### config.mk
export PLATFORM = sky130hd
export DESIGN_NAME = sum_window_accumulator_flat
export DESIGN_NICKNAME = d
export VERILOG_FILES = /design/src/rtl/sum_window_if.sv /design/src/rtl/sum_window_accumulator.sv /design/src/flat_wrapper.sv
export SDC_FILE = /design/constraint.sdc
export NUM_CORES = 1
export LEC_CHECK = 0
export ABC_CLOCK_PERIOD_IN_PS = 2300
export BUFFER_PORTS_ARGS = -buffer_cell sky130_fd_sc_hd__buf_2
export CAP_MARGIN = 40
export CORE_MARGIN = 5
export CORE_UTILIZATION = 47
export CTS_BUF_LIST = sky130_fd_sc_hd__clkbuf_4 sky130_fd_sc_hd__clkbuf_8 sky130_fd_sc_hd__clkbuf_16
export DETAILED_ROUTE_END_ITERATION = 6
export PLACE_DENSITY = 0.74
export SYNTH_ARGS = -nofsm -noshare
export SYNTH_HDL_FRONTEND = slang
export SYNTH_SLANG_ARGS = --single-unit
export TNS_END_PERCENT = 5
### constraint.sdc
create_clock -name clk -period 2.3 [get_ports clk]
set_input_delay 0.115 -clock clk [delete_from_list [all_inputs] [get_ports clk]]
set_output_delay 0.115 -clock clk [all_outputs]
set_load 0.02 [all_outputs]
### src/rtl/sum_window_if.sv
// Handshake bundle between the adder stage, the window accumulator and the
// downstream output mux. slave = accumulator side, master = producer/consumer side.
interface sum_window_if #(
  parameter int DATA_W   = 8,
  parameter int LOG2_WIN = 2
);
  localparam int SUM_W = DATA_W + 1 + LOG2_WIN;
  localparam int CNT_W = LOG2_WIN + 1;

  logic [DATA_W-1:0] in_data;
  logic              in_carry;
  logic              in_valid;
  logic              in_ready;
  logic              flush;
  logic [SUM_W-1:0]  out_sum;
  logic [DATA_W:0]   out_mean;
  logic [CNT_W-1:0]  out_count;
  logic              out_partial;
  logic              out_valid;
  logic              out_ready;

  modport slave (
    input  in_data, in_carry, in_valid, flush, out_ready,
    output in_ready, out_sum, out_mean, out_count, out_partial, out_valid
  );

  modport master (
    output in_data, in_carry, in_valid, flush, out_ready,
    input  in_ready, out_sum, out_mean, out_count, out_partial, out_valid
  );
endinterface

### src/rtl/sum_window_accumulator.sv
// Accumulates fixed windows of 2^LOG2_WIN adder sums ({carry, sum}) and emits
// the window total and mean through a single registered valid/ready slot.
// A flush closes a partial window early; if the output slot is busy the flush
// is remembered and fires as soon as the slot frees up.
module sum_window_accumulator #(
  parameter int DATA_W   = 8,
  parameter int LOG2_WIN = 2
) (
  input  logic         clk,
  input  logic         rst,
  sum_window_if.slave  bus
);
  localparam int WIN   = 1 << LOG2_WIN;
  localparam int OP_W  = DATA_W + 1;
  localparam int SUM_W = DATA_W + 1 + LOG2_WIN;
  localparam int CNT_W = LOG2_WIN + 1;
  localparam logic [CNT_W-1:0] LAST = CNT_W'(WIN - 1);

  logic [SUM_W-1:0] acc_q, acc_d;
  logic [CNT_W-1:0] cnt_q, cnt_d;
  logic             flush_pend_q, flush_pend_d;
  logic [SUM_W-1:0] out_sum_q, out_sum_d;
  logic [OP_W-1:0]  out_mean_q, out_mean_d;
  logic [CNT_W-1:0] out_count_q, out_count_d;
  logic             out_partial_q, out_partial_d;
  logic             out_valid_q, out_valid_d;

  logic             free, in_rdy, beat, req, full_close, flush_close, close;
  logic [SUM_W-1:0] operand, sum_new;
  logic [CNT_W-1:0] cnt_new;

  // Handshake, window-close decisions and next state for all registers.
  always_comb begin
    // Output slot is empty or is being drained this cycle.
    free        = !out_valid_q || bus.out_ready;
    // Only the window-completing beat needs a free slot; it never looks at in_valid.
    in_rdy      = free || (cnt_q != LAST);
    beat        = bus.in_valid && in_rdy;
    operand     = SUM_W'({bus.in_carry, bus.in_data});
    sum_new     = acc_q + (beat ? operand : '0);
    cnt_new     = cnt_q + CNT_W'(beat);
    req         = bus.flush || flush_pend_q;
    full_close  = beat && (cnt_q == LAST);
    // cnt_new cannot wrap (max WIN fits CNT_W), so nonzero means non-empty.
    flush_close = req && (cnt_new != '0) && free;
    close       = full_close || flush_close;

    acc_d         = close ? '0 : sum_new;
    cnt_d         = close ? '0 : cnt_new;
    // Keep the request only while it is waiting on a busy output slot;
    // an empty window simply drops it.
    flush_pend_d  = req && (cnt_new != '0) && !close;

    out_sum_d     = out_sum_q;
    out_mean_d    = out_mean_q;
    out_count_d   = out_count_q;
    out_partial_d = out_partial_q;
    out_valid_d   = out_valid_q;
    if (close) begin
      // Reload even while draining: back-to-back results without a bubble.
      out_sum_d     = sum_new;
      out_mean_d    = sum_new[SUM_W-1:LOG2_WIN];
      out_count_d   = cnt_new;
      out_partial_d = !full_close;
      out_valid_d   = 1'b1;
    end else if (bus.out_ready) begin
      out_valid_d   = 1'b0;
    end
  end

  // State registers with synchronous reset that discards any held result.
  always_ff @(posedge clk) begin
    if (rst) begin
      acc_q         <= '0;
      cnt_q         <= '0;
      flush_pend_q  <= 1'b0;
      out_sum_q     <= '0;
      out_mean_q    <= '0;
      out_count_q   <= '0;
      out_partial_q <= 1'b0;
      out_valid_q   <= 1'b0;
    end else begin
      acc_q         <= acc_d;
      cnt_q         <= cnt_d;
      flush_pend_q  <= flush_pend_d;
      out_sum_q     <= out_sum_d;
      out_mean_q    <= out_mean_d;
      out_count_q   <= out_count_d;
      out_partial_q <= out_partial_d;
      out_valid_q   <= out_valid_d;
    end
  end

  assign bus.in_ready    = in_rdy;
  assign bus.out_sum     = out_sum_q;
  assign bus.out_mean    = out_mean_q;
  assign bus.out_count   = out_count_q;
  assign bus.out_partial = out_partial_q;
  assign bus.out_valid   = out_valid_q;
endmodule
### src/flat_wrapper.sv
// flat-port wrapper written by rule: the top's interface ports become plain ports
module sum_window_accumulator_flat 
#(
  parameter int DATA_W   = 8,
  parameter int LOG2_WIN = 2
)
  (clk, rst, bus_in_data, bus_in_carry, bus_in_valid, bus_flush, bus_out_ready, bus_in_ready, bus_out_sum, bus_out_mean, bus_out_count, bus_out_partial, bus_out_valid);
  sum_window_if #(.DATA_W(DATA_W), .LOG2_WIN(LOG2_WIN)) bus_i ();
  input  logic clk;
  input  logic rst;
  input wire logic [$bits(bus_i.in_data)-1:0] bus_in_data;
  input wire logic [$bits(bus_i.in_carry)-1:0] bus_in_carry;
  input wire logic [$bits(bus_i.in_valid)-1:0] bus_in_valid;
  input wire logic [$bits(bus_i.flush)-1:0] bus_flush;
  input wire logic [$bits(bus_i.out_ready)-1:0] bus_out_ready;
  output wire logic [$bits(bus_i.in_ready)-1:0] bus_in_ready;
  output wire logic [$bits(bus_i.out_sum)-1:0] bus_out_sum;
  output wire logic [$bits(bus_i.out_mean)-1:0] bus_out_mean;
  output wire logic [$bits(bus_i.out_count)-1:0] bus_out_count;
  output wire logic [$bits(bus_i.out_partial)-1:0] bus_out_partial;
  output wire logic [$bits(bus_i.out_valid)-1:0] bus_out_valid;
  assign bus_i.in_data = bus_in_data;
  assign bus_i.in_carry = bus_in_carry;
  assign bus_i.in_valid = bus_in_valid;
  assign bus_i.flush = bus_flush;
  assign bus_i.out_ready = bus_out_ready;
  assign bus_in_ready = bus_i.in_ready;
  assign bus_out_sum = bus_i.out_sum;
  assign bus_out_mean = bus_i.out_mean;
  assign bus_out_count = bus_i.out_count;
  assign bus_out_partial = bus_i.out_partial;
  assign bus_out_valid = bus_i.out_valid;
  sum_window_accumulator #(.DATA_W(DATA_W), .LOG2_WIN(LOG2_WIN)) u_core (.clk(clk), .rst(rst), .bus(bus_i));
endmodule
==> results by group <==
Clocking
  – Max clock buf depth: 2
  – CTS tree: done
  – H-tree Lvls: 2
  – Root Driver: clkbuf_4
  – Setup repair bufs after CTS: 0
  – Clock transition at path regs: about 0.09 ns
  – Clock sinks: 31
  – CTS Buf Count: 5
  – CTS Hold Bufs: 0
  – Worst-Skew Late Latency: 0.32 ns

Synthesis
  – Yosys reg bits: 31
  – Syn avg cell area: 9.29 sq um
  – Async SR Flop Fraction: 0%
  – Yosys top cell area share: approximately 38%
  – Synth area leader: dfxtp_1
  – Synthesis Warnings: 0
  – Synthesized instance count: 177
  – Synth area leaders: dfxtp_1, ha_1, buf_4
  – Post-synth EDFFs: 0
  – Top_reg_cell synth: dfxtp_1
  – Cell area after synthesis: 1640 sq um
  – Post-Synthesis Net Count: around 200
  – Unique cell type count in the Yosys netlist: between 40 and 50
  – Part of the Yosys area used for sequential elements: between 30 and 40%

GRT
  – Antenna violations before repair: 0
  – First-pass GRT wire length: 6070 um
  – Total GRT Usage: ~16%
  – Pin count of the biggest net entering global routing: 13
  – Vias in the first global route: roughly 1.4k
  – Global route total overflow: 0

Setup path
  – CP Cell Sequence: or2b_4 > nand2b_4 > and3_4 > ha_4 > inv_2 > fa_2 > nand2b_4 > a21oi_4 > o211ai_2 > and4_1 > a211o_1
  – Kind of critical path: flop to flop
  – R2R Setup Slk: -0.10 ns
  – Most numerous cell on the critical path: nand2b_4
  – CP Capture Type: flop
  – CP peak stage delay: about 0.38 ns
  – Reg2reg path depth: 11
  – Crit path DAT: between 2 and 3 ns
  – Capturing point of the worst reg2reg path: u_core.bus.out_mean[8]$_SDFFE_PP0P_
  – CP required: around 2.5 ns
  – Critical path startpoint category: flop
  – Worst-path maximum fanout: 3
  – Critical R2R Launch: u_core.bus.out_valid$_SDFFE_PP0P_
  – Crit-path slowest cell: fa_2

Timing
  – Final Hold Viols: 0
  – Setup TNS: -0.709 ns
  – Worst Clk Skew: between 0.01 and 0.015 ns
  – Hold_ws: 0.117 ns
  – F_max: between 0.4 and 0.5 GHz
  – Final worst slack: -0.102 ns
  – Tmin final: about 2.4 ns
  – RSZ-0062 raised after global routing: yes
  – Slew Limit Headroom: 80.6%
  – Tightest Pin Transition: 0.289 ns
  – Final Cycle Share: 104%
  – Slew Viols, Final: 0
  – Count of final setup violators: 18

Detailed routing
  – DR pass1 iterations: 4
  – DR vias/cell: 5.01
  – First DRT Iteration DRCs: 49
  – DR WL/cell: 13.6 um
  – Via count: 1,382
  – WL final: about 3800 um
  – Post-route antenna net violation count: 0
  – DR DRC count: 0

Cells and area
  – Most frequent cells in the layout: buf_2, dfxtp_1, buf_4
  – NumNets Final: ~260
  – Area Overhead vs Synth: 31.5%
  – Layout cells sized above 1: approximately 42%
  – Layout filler cell count: between 300 and 400
  – Antenna cells: 0
  – Commonest non-fill, non-tap cell in the layout: buf_2
  – Final Core Density: around 64%
  – Post-layout instance area: approximately 2200 sq um

Placed design
  – IO Port Bufs: 39
  – Area after DPL: a little over 2000 sq um
  – Hpwl dp: 2860 um
  – RD Place Congestion: roughly 0.84

Floorplanning
  – Die H: roughly 69 um
  – Die area: 4780 sq um
  – Die W: ~69 um
  – Row count: 21
  – Number of I/O pins: 40
  – Core ar.: about 3400 sq um
  – Initial core utilization: between 40% and 50%

Worst hold path
  – Worst hold start: rst
  – Hold Path End: u_core.bus.out_count[0]$_SDFFE_PP0P_
  – Min-Delay Path Class: input port to flop
  – Hold path depth: 2

Power
  – Final Power: 0.00141 W
  – Static Leak: between 1 and 1.5 nW
  – Cell Pwr Density: about 650 nW/um^2
  – VDD IR-drop max: a little over 0.0004 V

Status
  – Failing checks: setup timing
  – Status: finished, violations left

Job
  – Maxcap violations: 0
synth_stat cells, types with 3 or more instances:
library cell and instances:
o21ai_0 5, buf_4 10, and3_1 9, nor3_1 5
inv_1 5, xor2_1 3, and2_1 5, a21oi_1 12
nor2b_1 3, xnor2_1 3, and3b_1 3, nand2b_1 4
ha_1 11, a21o_1 6, o31ai_1 3, dfxtp_1 31
nand2_1 16, nor2_1 12
power breakdown:
| group | internal, W | leakage [nW] | total, W | switching [W] |
|---|---|---|---|---|
| logic | 0.000215 | 0.755 | 0.000472 | 0.000258 |
| clock network | 0.000139 | 0.0322 | 0.000314 | 0.000175 |
| registers | 0.000596 | 0.254 | 0.000627 | 0.0000316 |
| total | 0.000949 | 1.04 | 0.00141 | 0.000465 |
repair_timing:
item | CTS | global route
pin swaps | 15 | 2
setup endpoints to repair | 24 | 30
gates resized for setup | 9 | 4
layout make-up:
type                    count  area (sq um)  area share [%]
flip-flops and latches     31           624            28.9
multi-input cells         128          1050            48.4
well taps                  46          57.6            2.66
inverters                   5          18.8           0.868
clock buffers               7          52.6            2.43
repair buffers             59           362            16.7
cells by family after synthesis:
| family | after synthesis | share of synthesized area, % |
|---|---|---|
| AOI/OAI and AO/OA | 40 | 17.6 |
| xor gates and xnor gates | 7 | 4.19 |
| adders and majority gates | 12 | 9.59 |
| buffers and inverters | 18 | 7.00 |
| DFF | 31 | 37.7 |
| muxes | 1 | 0.609 |
| and+or+nand+nor | 68 | 23.3 |
stage by stage:
stage	setup slack [ns]	instances
final	-0.102	276
after global routing	-0.229	276
after CTS	-0.121	276
after detailed placement	-0.146	269
after global placement	-0.131	269
after floorplan	-0.277	177
worst max-delay path, delay by kind of cell (launching register included):
family / cells / cell delay, ns
and+or+nand+nor: 5 / 0.89
adders and majority gates: 2 / 0.51
AOI/OAI and AO/OA: 3 / 0.50
DFF: 1 / 0.35
buffers and inverters: 1 / 0.04
layer usage:
layer,vias up,global-route usage [%],share of wire (%)
li1,712,-,-
met1,636,18.7,45
met4,0,5.21,0.80
met3,4,5.52,5.9
met2,30,25.7,49
met5,-,0,0
registers in the layout (all words and copies together) (netlist names):
register and count:
u_core.acc_q 11, u_core.bus.out_count 3, u_core.bus.out_mean 9, u_core.bus.out_partial 1, u_core.bus.out_sum 2, u_core.bus.out_valid 1, u_core.cnt_q 3, u_core.flush_pend_q 1
worst max path at each step:
| stage | startpoint | to | slack [ns] | depth (start not counted) |
|---|---|---|---|---|
| floorplan | u_core.bus.out_valid$_SDFFE_PP0P_ | u_core.bus.out_mean[8]$_SDFFE_PP0P_ | -0.28 | 11 |
| finish | u_core.bus.out_valid$_SDFFE_PP0P_ | u_core.bus.out_mean[8]$_SDFFE_PP0P_ | -0.10 | 11 |
| CTS | u_core.bus.out_valid$_SDFFE_PP0P_ | u_core.bus.out_mean[8]$_SDFFE_PP0P_ | -0.12 | 11 |
| global route | u_core.bus.out_valid$_SDFFE_PP0P_ | u_core.bus.out_mean[8]$_SDFFE_PP0P_ | -0.23 | 11 |
| detailed placement | u_core.bus.out_valid$_SDFFE_PP0P_ | u_core.bus.out_mean[8]$_SDFFE_PP0P_ | -0.15 | 11 |
| global placement | u_core.bus.out_valid$_SDFFE_PP0P_ | u_core.bus.out_mean[8]$_SDFFE_PP0P_ | -0.13 | 11 |
Note: power is estimated with default switching activity, not from simulation.
